### config.mk
export PLATFORM = sky130hd
export DESIGN_NAME = reg_file_rename
export DESIGN_NICKNAME = d
export VERILOG_FILES = /design/src/rtl/reg_file_rename.sv
export SDC_FILE = /design/constraint.sdc
export NUM_CORES = 2
export LEC_CHECK = 0
export CORE_MARGIN = 5
export CORE_UTILIZATION = 35
export DETAILED_ROUTE_END_ITERATION = 10
export DONT_BUFFER_PORTS = 1
export GPL_TIMING_DRIVEN = 0
export PLACE_DENSITY = 0.54
export SYNTH_ARGS = -nofsm -noshare
export SYNTH_HDL_FRONTEND = slang
export SYNTH_SLANG_ARGS = --single-unit
### constraint.sdc
create_clock -name clk_in -period 4.59 [get_ports clk_in]
set_input_delay 0.459 -clock clk_in [delete_from_list [all_inputs] [get_ports clk_in]]
set_output_delay 0.459 -clock clk_in [all_outputs]
set_load 0.01 [all_outputs]
### src/rtl/reg_file_rename.sv
// Architectural register file with per-register busy/ROB-tag rename tracking.
// Optional same-cycle commit-to-read forwarding when REG_FILE_BYPASS_EN is defined.
module reg_file_rename #(
    parameter int NUM_REGS   = 32,
    parameter int DATA_WIDTH = 32,
    parameter int TAG_WIDTH  = 4,
    parameter int NUM_READ   = 2,
    localparam int ADDR_WIDTH = $clog2(NUM_REGS),
    localparam int CNT_WIDTH  = $clog2(NUM_REGS + 1)
) (
    input  logic                           clk_in,
    input  logic                           rst_n_in,
    input  logic                           rdy_in,
    input  logic [NUM_READ*ADDR_WIDTH-1:0] rd_addr_in,
    output logic [NUM_READ*DATA_WIDTH-1:0] rd_data_out,
    output logic [NUM_READ-1:0]            rd_busy_out,
    output logic [NUM_READ*TAG_WIDTH-1:0]  rd_tag_out,
    input  logic                           rename_en_in,
    input  logic [ADDR_WIDTH-1:0]          rename_addr_in,
    input  logic [TAG_WIDTH-1:0]           rename_tag_in,
    input  logic                           commit_en_in,
    input  logic [ADDR_WIDTH-1:0]          commit_addr_in,
    input  logic [TAG_WIDTH-1:0]           commit_tag_in,
    input  logic [DATA_WIDTH-1:0]          commit_data_in,
    input  logic                           flush_in,
    output logic [CNT_WIDTH-1:0]           busy_count_out
);

    logic [DATA_WIDTH-1:0] value_q [NUM_REGS];
    logic [DATA_WIDTH-1:0] value_d [NUM_REGS];
    logic [TAG_WIDTH-1:0]  tag_q   [NUM_REGS];
    logic [TAG_WIDTH-1:0]  tag_d   [NUM_REGS];
    logic [NUM_REGS-1:0]   busy_q;
    logic [NUM_REGS-1:0]   busy_d;

    logic commit_ok;
    logic rename_ok;

    assign commit_ok = commit_en_in && (commit_addr_in != '0);
    assign rename_ok = rename_en_in && (rename_addr_in != '0);

    // Commit first, then flush/rename so a same-address rename overrides the busy clear.
    always_comb begin
        value_d = value_q;
        tag_d   = tag_q;
        busy_d  = busy_q;
        if (rdy_in) begin
            if (commit_ok) begin
                value_d[commit_addr_in] = commit_data_in;
                if (busy_q[commit_addr_in] && (tag_q[commit_addr_in] == commit_tag_in)) begin
                    busy_d[commit_addr_in] = 1'b0;
                    tag_d[commit_addr_in]  = '0;
                end
            end
            if (flush_in) begin
                busy_d = '0;
                for (int unsigned i = 0; i < NUM_REGS; i++) begin
                    tag_d[i] = '0;
                end
            end else if (rename_ok) begin
                busy_d[rename_addr_in] = 1'b1;
                tag_d[rename_addr_in]  = rename_tag_in;
            end
        end
    end

    always_ff @(posedge clk_in or negedge rst_n_in) begin
        if (!rst_n_in) begin
            busy_q <= '0;
            for (int unsigned i = 0; i < NUM_REGS; i++) begin
                value_q[i] <= '0;
                tag_q[i]   <= '0;
            end
        end else begin
            busy_q  <= busy_d;
            value_q <= value_d;
            tag_q   <= tag_d;
        end
    end

    always_comb begin
        logic [ADDR_WIDTH-1:0] a;
        logic [DATA_WIDTH-1:0] d;
        logic                  b;
        logic [TAG_WIDTH-1:0]  t;
        rd_data_out = '0;
        rd_busy_out = '0;
        rd_tag_out  = '0;
        for (int unsigned p = 0; p < NUM_READ; p++) begin
            a = rd_addr_in[p*ADDR_WIDTH +: ADDR_WIDTH];
            d = '0;
            b = 1'b0;
            t = '0;
            if (a != '0) begin
                d = value_q[a];
                b = busy_q[a];
                t = busy_q[a] ? tag_q[a] : '0;
            end
`ifdef REG_FILE_BYPASS_EN
            if (commit_ok && (commit_addr_in == a)) begin
                d = commit_data_in;
                if (busy_q[a] && (tag_q[a] == commit_tag_in)) begin
                    b = 1'b0;
                    t = '0;
                end
            end
`endif
            rd_data_out[p*DATA_WIDTH +: DATA_WIDTH] = d;
            rd_busy_out[p]                          = b;
            rd_tag_out[p*TAG_WIDTH +: TAG_WIDTH]    = t;
        end
    end

    assign busy_count_out = CNT_WIDTH'($countones(busy_q));

endmodule

==> tab_implementation.tex <==
\begin{tabular}{lr}
\hline
Metric & Value \\
\hline
\multicolumn{2}{l}{\textbf{Synthesis}} \\
Flops \& latches, synth & 1,184 \\
Yosys warns & 0 \\
Fraction of synthesized cell area in xor and xnor cells & 0.000659 \\
Simple-Gate Fraction of Synth Area & 0.0396 \\
Count of unique library cells instantiated by Yosys & 52 \\
Post-synth top flop & sky130\_fd\_sc\_hd\_\_dfrtp\_1 \\
Area share of the largest cell type after synthesis & 0.446 \\
Share of cell area taken by muxes after synthesis & 0.444 \\
Cell type with the highest aggregate area in the netlist & sky130\_fd\_sc\_hd\_\_dfrtp\_1 \\
Share of synthesized cell area in full adder, half adder and majority cells & 0.00855 \\
Synth Area in Compound Gates & 0.0287 \\
Number of synthesized flops with an enable pin & 0 \\
Net count of the mapped netlist & approximately 4,600 \\
Share of flip-flops with an asynchronous set or reset & 1.00 \\
Portion of the post-synthesis area used by sequential elements & 0.446 \\
Synthesized cell area & 0.0665 sq mm \\
Dominant cells by area after synthesis & sky130\_fd\_sc\_hd\_\_dfrtp\_1, sky130\_fd\_sc\_hd\_\_mux4\_2, sky130\_fd\_sc\_hd\_\_mux2\_2, sky130\_fd\_sc\_hd\_\_clkbuf\_1, sky130\_fd\_sc\_hd\_\_mux2i\_1 \\
Dominant combinational cell family by area after synthesis & multiplexers \\
Count of mapped cells out of synthesis & 4,514 \\
Syn avg cell area & $\sim$15 sq um \\
\multicolumn{2}{l}{\textbf{Clocking}} \\
Number of levels the H-tree was split into & 4 \\
Clock transition at path regs & 0.07 ns \\
TritonCTS Buffers & 141 \\
TritonCTS sink count & 1,184 \\
Clock Latency Late Sink & 0.79 ns \\
Clock buffer depth & 3 \\
CTS root buf & sky130\_fd\_sc\_hd\_\_clkbuf\_16 \\
TritonCTS clock tree & done \\
\multicolumn{2}{l}{\textbf{Power and ir drop}} \\
Power density over the cells & 401 mW/mm\^{}2 \\
Maximum VDD drop & 404 uV \\
Power Total & 30.3 mW \\
Lkg Pwr & 32.2 nW \\
\multicolumn{2}{l}{\textbf{Die}} \\
X dimension of the die & 446 microns \\
Die height & 446 microns \\
Core Area & around 0.19 sq mm \\
Standard-cell rows & 160 \\
Total die area & 0.199 sq mm \\
Effective utilization at floorplan & 0.351 \\
Boundary Pins & between 100 and 150 \\
\multicolumn{2}{l}{\textbf{STA}} \\
Fin. max-slew vios & 10 \\
Worst Max-Slew Pin Slew & 1.50 ns \\
Crit path time final & 5.75 ns \\
Final worst-path cycle share & 1.25 \\
Highest Clock Rate & 0.174 GHz \\
Final setup violation count & 14 \\
Final hold violation count & 0 \\
Final setup skew & 0.0193 ns \\
Final critical-path setup slack & -1.16 ns \\
Worst hold slack & between 0.07 and 0.08 ns \\
Unrepaired setup endpoints after global routing & true \\
Relative max-transition margin & -0.00253 \\
\multicolumn{2}{l}{\textbf{Layout}} \\
Post-synthesis to final-layout area growth & 13.6\% \\
Commonest cells after routing, fill and taps aside & sky130\_fd\_sc\_hd\_\_dfrtp\_1, sky130\_fd\_sc\_hd\_\_mux2\_2, sky130\_fd\_sc\_hd\_\_mux4\_2, sky130\_fd\_sc\_hd\_\_clkbuf\_1, sky130\_fd\_sc\_hd\_\_nor2\_1 \\
Number of fill cells & 17,600 \\
Core Util, Final & 0.398 \\
Fraction of final layout cells sized beyond drive strength 1 & 0.467 \\
Most common cell after layout, fill and taps aside & sky130\_fd\_sc\_hd\_\_dfrtp\_1 \\
Net total in the final layout & 4,816 \\
\multicolumn{2}{l}{\textbf{Critical path}} \\
Crit end category & output port \\
Worst R2R Start & tag\_q[85] \\
Critical path, cell by cell & fa\_1 > inv\_1 > fa\_1 > fa\_1 > fa\_1 > fa\_1 > fa\_1 > inv\_1 > ha\_4 > fa\_2 > a21o\_1 > a21oi\_2 > xnor2\_2 \\
Critical path origin & busy\_q[17] \\
Critical path class & reg -> out \\
Arrival time worst endpoint & around 5.3 ns \\
Required time at the endpoint of the critical path & 4.13 ns \\
Most repeated library cell on the critical path & sky130\_fd\_sc\_hd\_\_fa\_1 \\
Top Family by Delay on Critical Path & adder cells \\
Buffer and inverter count on the worst path & 2 \\
Critical path's largest stage delay & 0.55 ns \\
Largest fanout on the critical path & 2 \\
Kind of launch point of the worst setup path & register \\
Slowest-stage cell, CP & sky130\_fd\_sc\_hd\_\_fa\_1 \\
\multicolumn{2}{l}{\textbf{Routing}} \\
Average wire per cell in the routed design & 34.9 microns \\
First-pass DRT Iterations & 8 \\
Antenna-violating nets left & 0 \\
DRC marker count from the first detailed-route iteration & 5,088 \\
DRC Markers & 0 \\
Routed vias & 45,430 \\
Vias/cell & 6.19 \\
Routed wire length & 256,000 microns \\
\multicolumn{2}{l}{\textbf{Status}} \\
Outcome & finished, violations left \\
Violated checks & capacitance limit, slew limit, setup timing \\
\multicolumn{2}{l}{\textbf{Global routing}} \\
Overall global routing resource usage & 0.257 \\
Residual overflow from global routing & 0 \\
Global-route wire length before repair & 360,000 microns \\
Maximum number of pins on one net before global-route repair & about 260 \\
Number of global-route vias before repair & 46,299 \\
Initial antenna violation count & 5 \\
\multicolumn{2}{l}{\textbf{Worst hold path}} \\
Kind of path behind the tightest hold check & in -> reg \\
Beginning of the worst hold path & commit\_addr\_in[4] \\
\multicolumn{2}{l}{\textbf{Placement}} \\
HPWL after detailed placement & $\sim$170,000 microns \\
Gpl congestion & 0.920 \\
Quantity of I/O buffers inserted on ports & 0 \\
\multicolumn{2}{l}{\textbf{Flow run}} \\
Number of max-cap violations & 3 \\
\hline
\end{tabular}
==> metal layers <==
layer  GRT usage  share of wire  vias to the layer above
met5           0       0.000027                        -
met3      0.0802           0.10                      633
li1            -              -                    17839
met2       0.391           0.45                     2386
met1       0.326           0.38                    24570
met4       0.140          0.064                        2
==> power breakdown <==
part	total (mW)	switching (mW)	internal (mW)
logic	5.58	2.60	2.98
registers	12.9	1.12	11.8
clock network	11.8	4.85	6.98
total	30.3	8.56	21.7
==> synthesized netlist by cell type (14+ instances only) <==
master / instances
sky130_fd_sc_hd__fa_1: 24
sky130_fd_sc_hd__clkbuf_1: 295
sky130_fd_sc_hd__nor3_1: 16
sky130_fd_sc_hd__o21ai_1: 69
sky130_fd_sc_hd__a22oi_1: 16
sky130_fd_sc_hd__inv_1: 45
sky130_fd_sc_hd__a31o_1: 25
sky130_fd_sc_hd__mux2i_1: 96
sky130_fd_sc_hd__dfrtp_1: 1184
sky130_fd_sc_hd__nand3_1: 160
sky130_fd_sc_hd__and3_1: 14
sky130_fd_sc_hd__mux2_2: 994
sky130_fd_sc_hd__mux4_2: 770
sky130_fd_sc_hd__a21oi_1: 124
sky130_fd_sc_hd__buf_1: 88
sky130_fd_sc_hd__buf_2: 94
sky130_fd_sc_hd__nand2_1: 74
sky130_fd_sc_hd__nor2_1: 239
sky130_fd_sc_hd__o21ai_0: 65
sky130_fd_sc_hd__nor3_2: 15
==> worst reg2reg max path, stage by stage, from the launching register on <==
cell,delay (ns)
sky130_fd_sc_hd__dfrtp_1,0.49
sky130_fd_sc_hd__mux4_2,0.50
sky130_fd_sc_hd__mux4_2,0.50
sky130_fd_sc_hd__xnor2_1,0.34
sky130_fd_sc_hd__a32o_2,0.22
sky130_fd_sc_hd__buf_2,0.24
sky130_fd_sc_hd__nand3_1,0.10
sky130_fd_sc_hd__nor3_1,0.56
sky130_fd_sc_hd__o21ai_0,0.19
==> cell type report <==
cell class                 instances  area, sq um  share of cell area
inverter                          47          176             0.00234
buffer                           490         2240              0.0297
clock inverter                    44          583             0.00772
multi-input combinational       2793        34700               0.460
sequential                      1184        29600               0.393
tap                             2511         3140              0.0416
timing repair buffer              62          762              0.0101
antenna                            1         2.50           0.0000331
clock buffer                     212         4240              0.0562
==> metrics by stage <==
step                      instance area (sq um)  setup slack [ns]  instances  setup TNS, ns
final                                     75500             -1.16       7344          -5.84
after CTS                                 75400             -1.25       7340          -5.89
after floorplan                           66500            -0.226       4514         -0.291
after global placement                    69600            -0.959       7025         -90.57
after global routing                      75500             -1.31       7343          -6.22
after detailed placement                  70000            -0.941       7042         -66.61
==> worst paths after layout <==
check / endpoint / slack [ns] / cells after the start
setup / recovery: busy_count_out[4] / -1.16 / 13
hold / removal: busy_q[4] / 0.07 / 3
setup reg to reg: tag_q[68] / 1.31 / 8
hold reg to reg: value_q[999] / 0.47 / 1
max in group asynchronous: value_q[915] / 1.30 / 5
min in group asynchronous: tag_q[38] / 0.29 / 2
==> kinds of logic after synthesis <==
logic type / Yosys count
compound gates: 332
xor+xnor: 5
fa+ha+maj: 31
buf+inv: 537
flops: 1184
mux: 1860
simple gates: 565
==> flip-flops by register name, indices dropped and copies added, names as in the netlist <==
| signal | count |
|---|---|
| value_q | 1024 |
| tag_q | 128 |
| busy_q | 32 |
==> timing repair <==
action | CTS | global route
endpoints found under the hold margin | 201 | 0
resized for setup | 85 | 10
cloned | 0 | 0
pin swaps | 14 | 3
endpoints found under the setup margin | 78 | 8
setup buffers | 8 | 2
hold buffers | 34 | 0
Note: power is estimated with default switching activity, not from simulation.
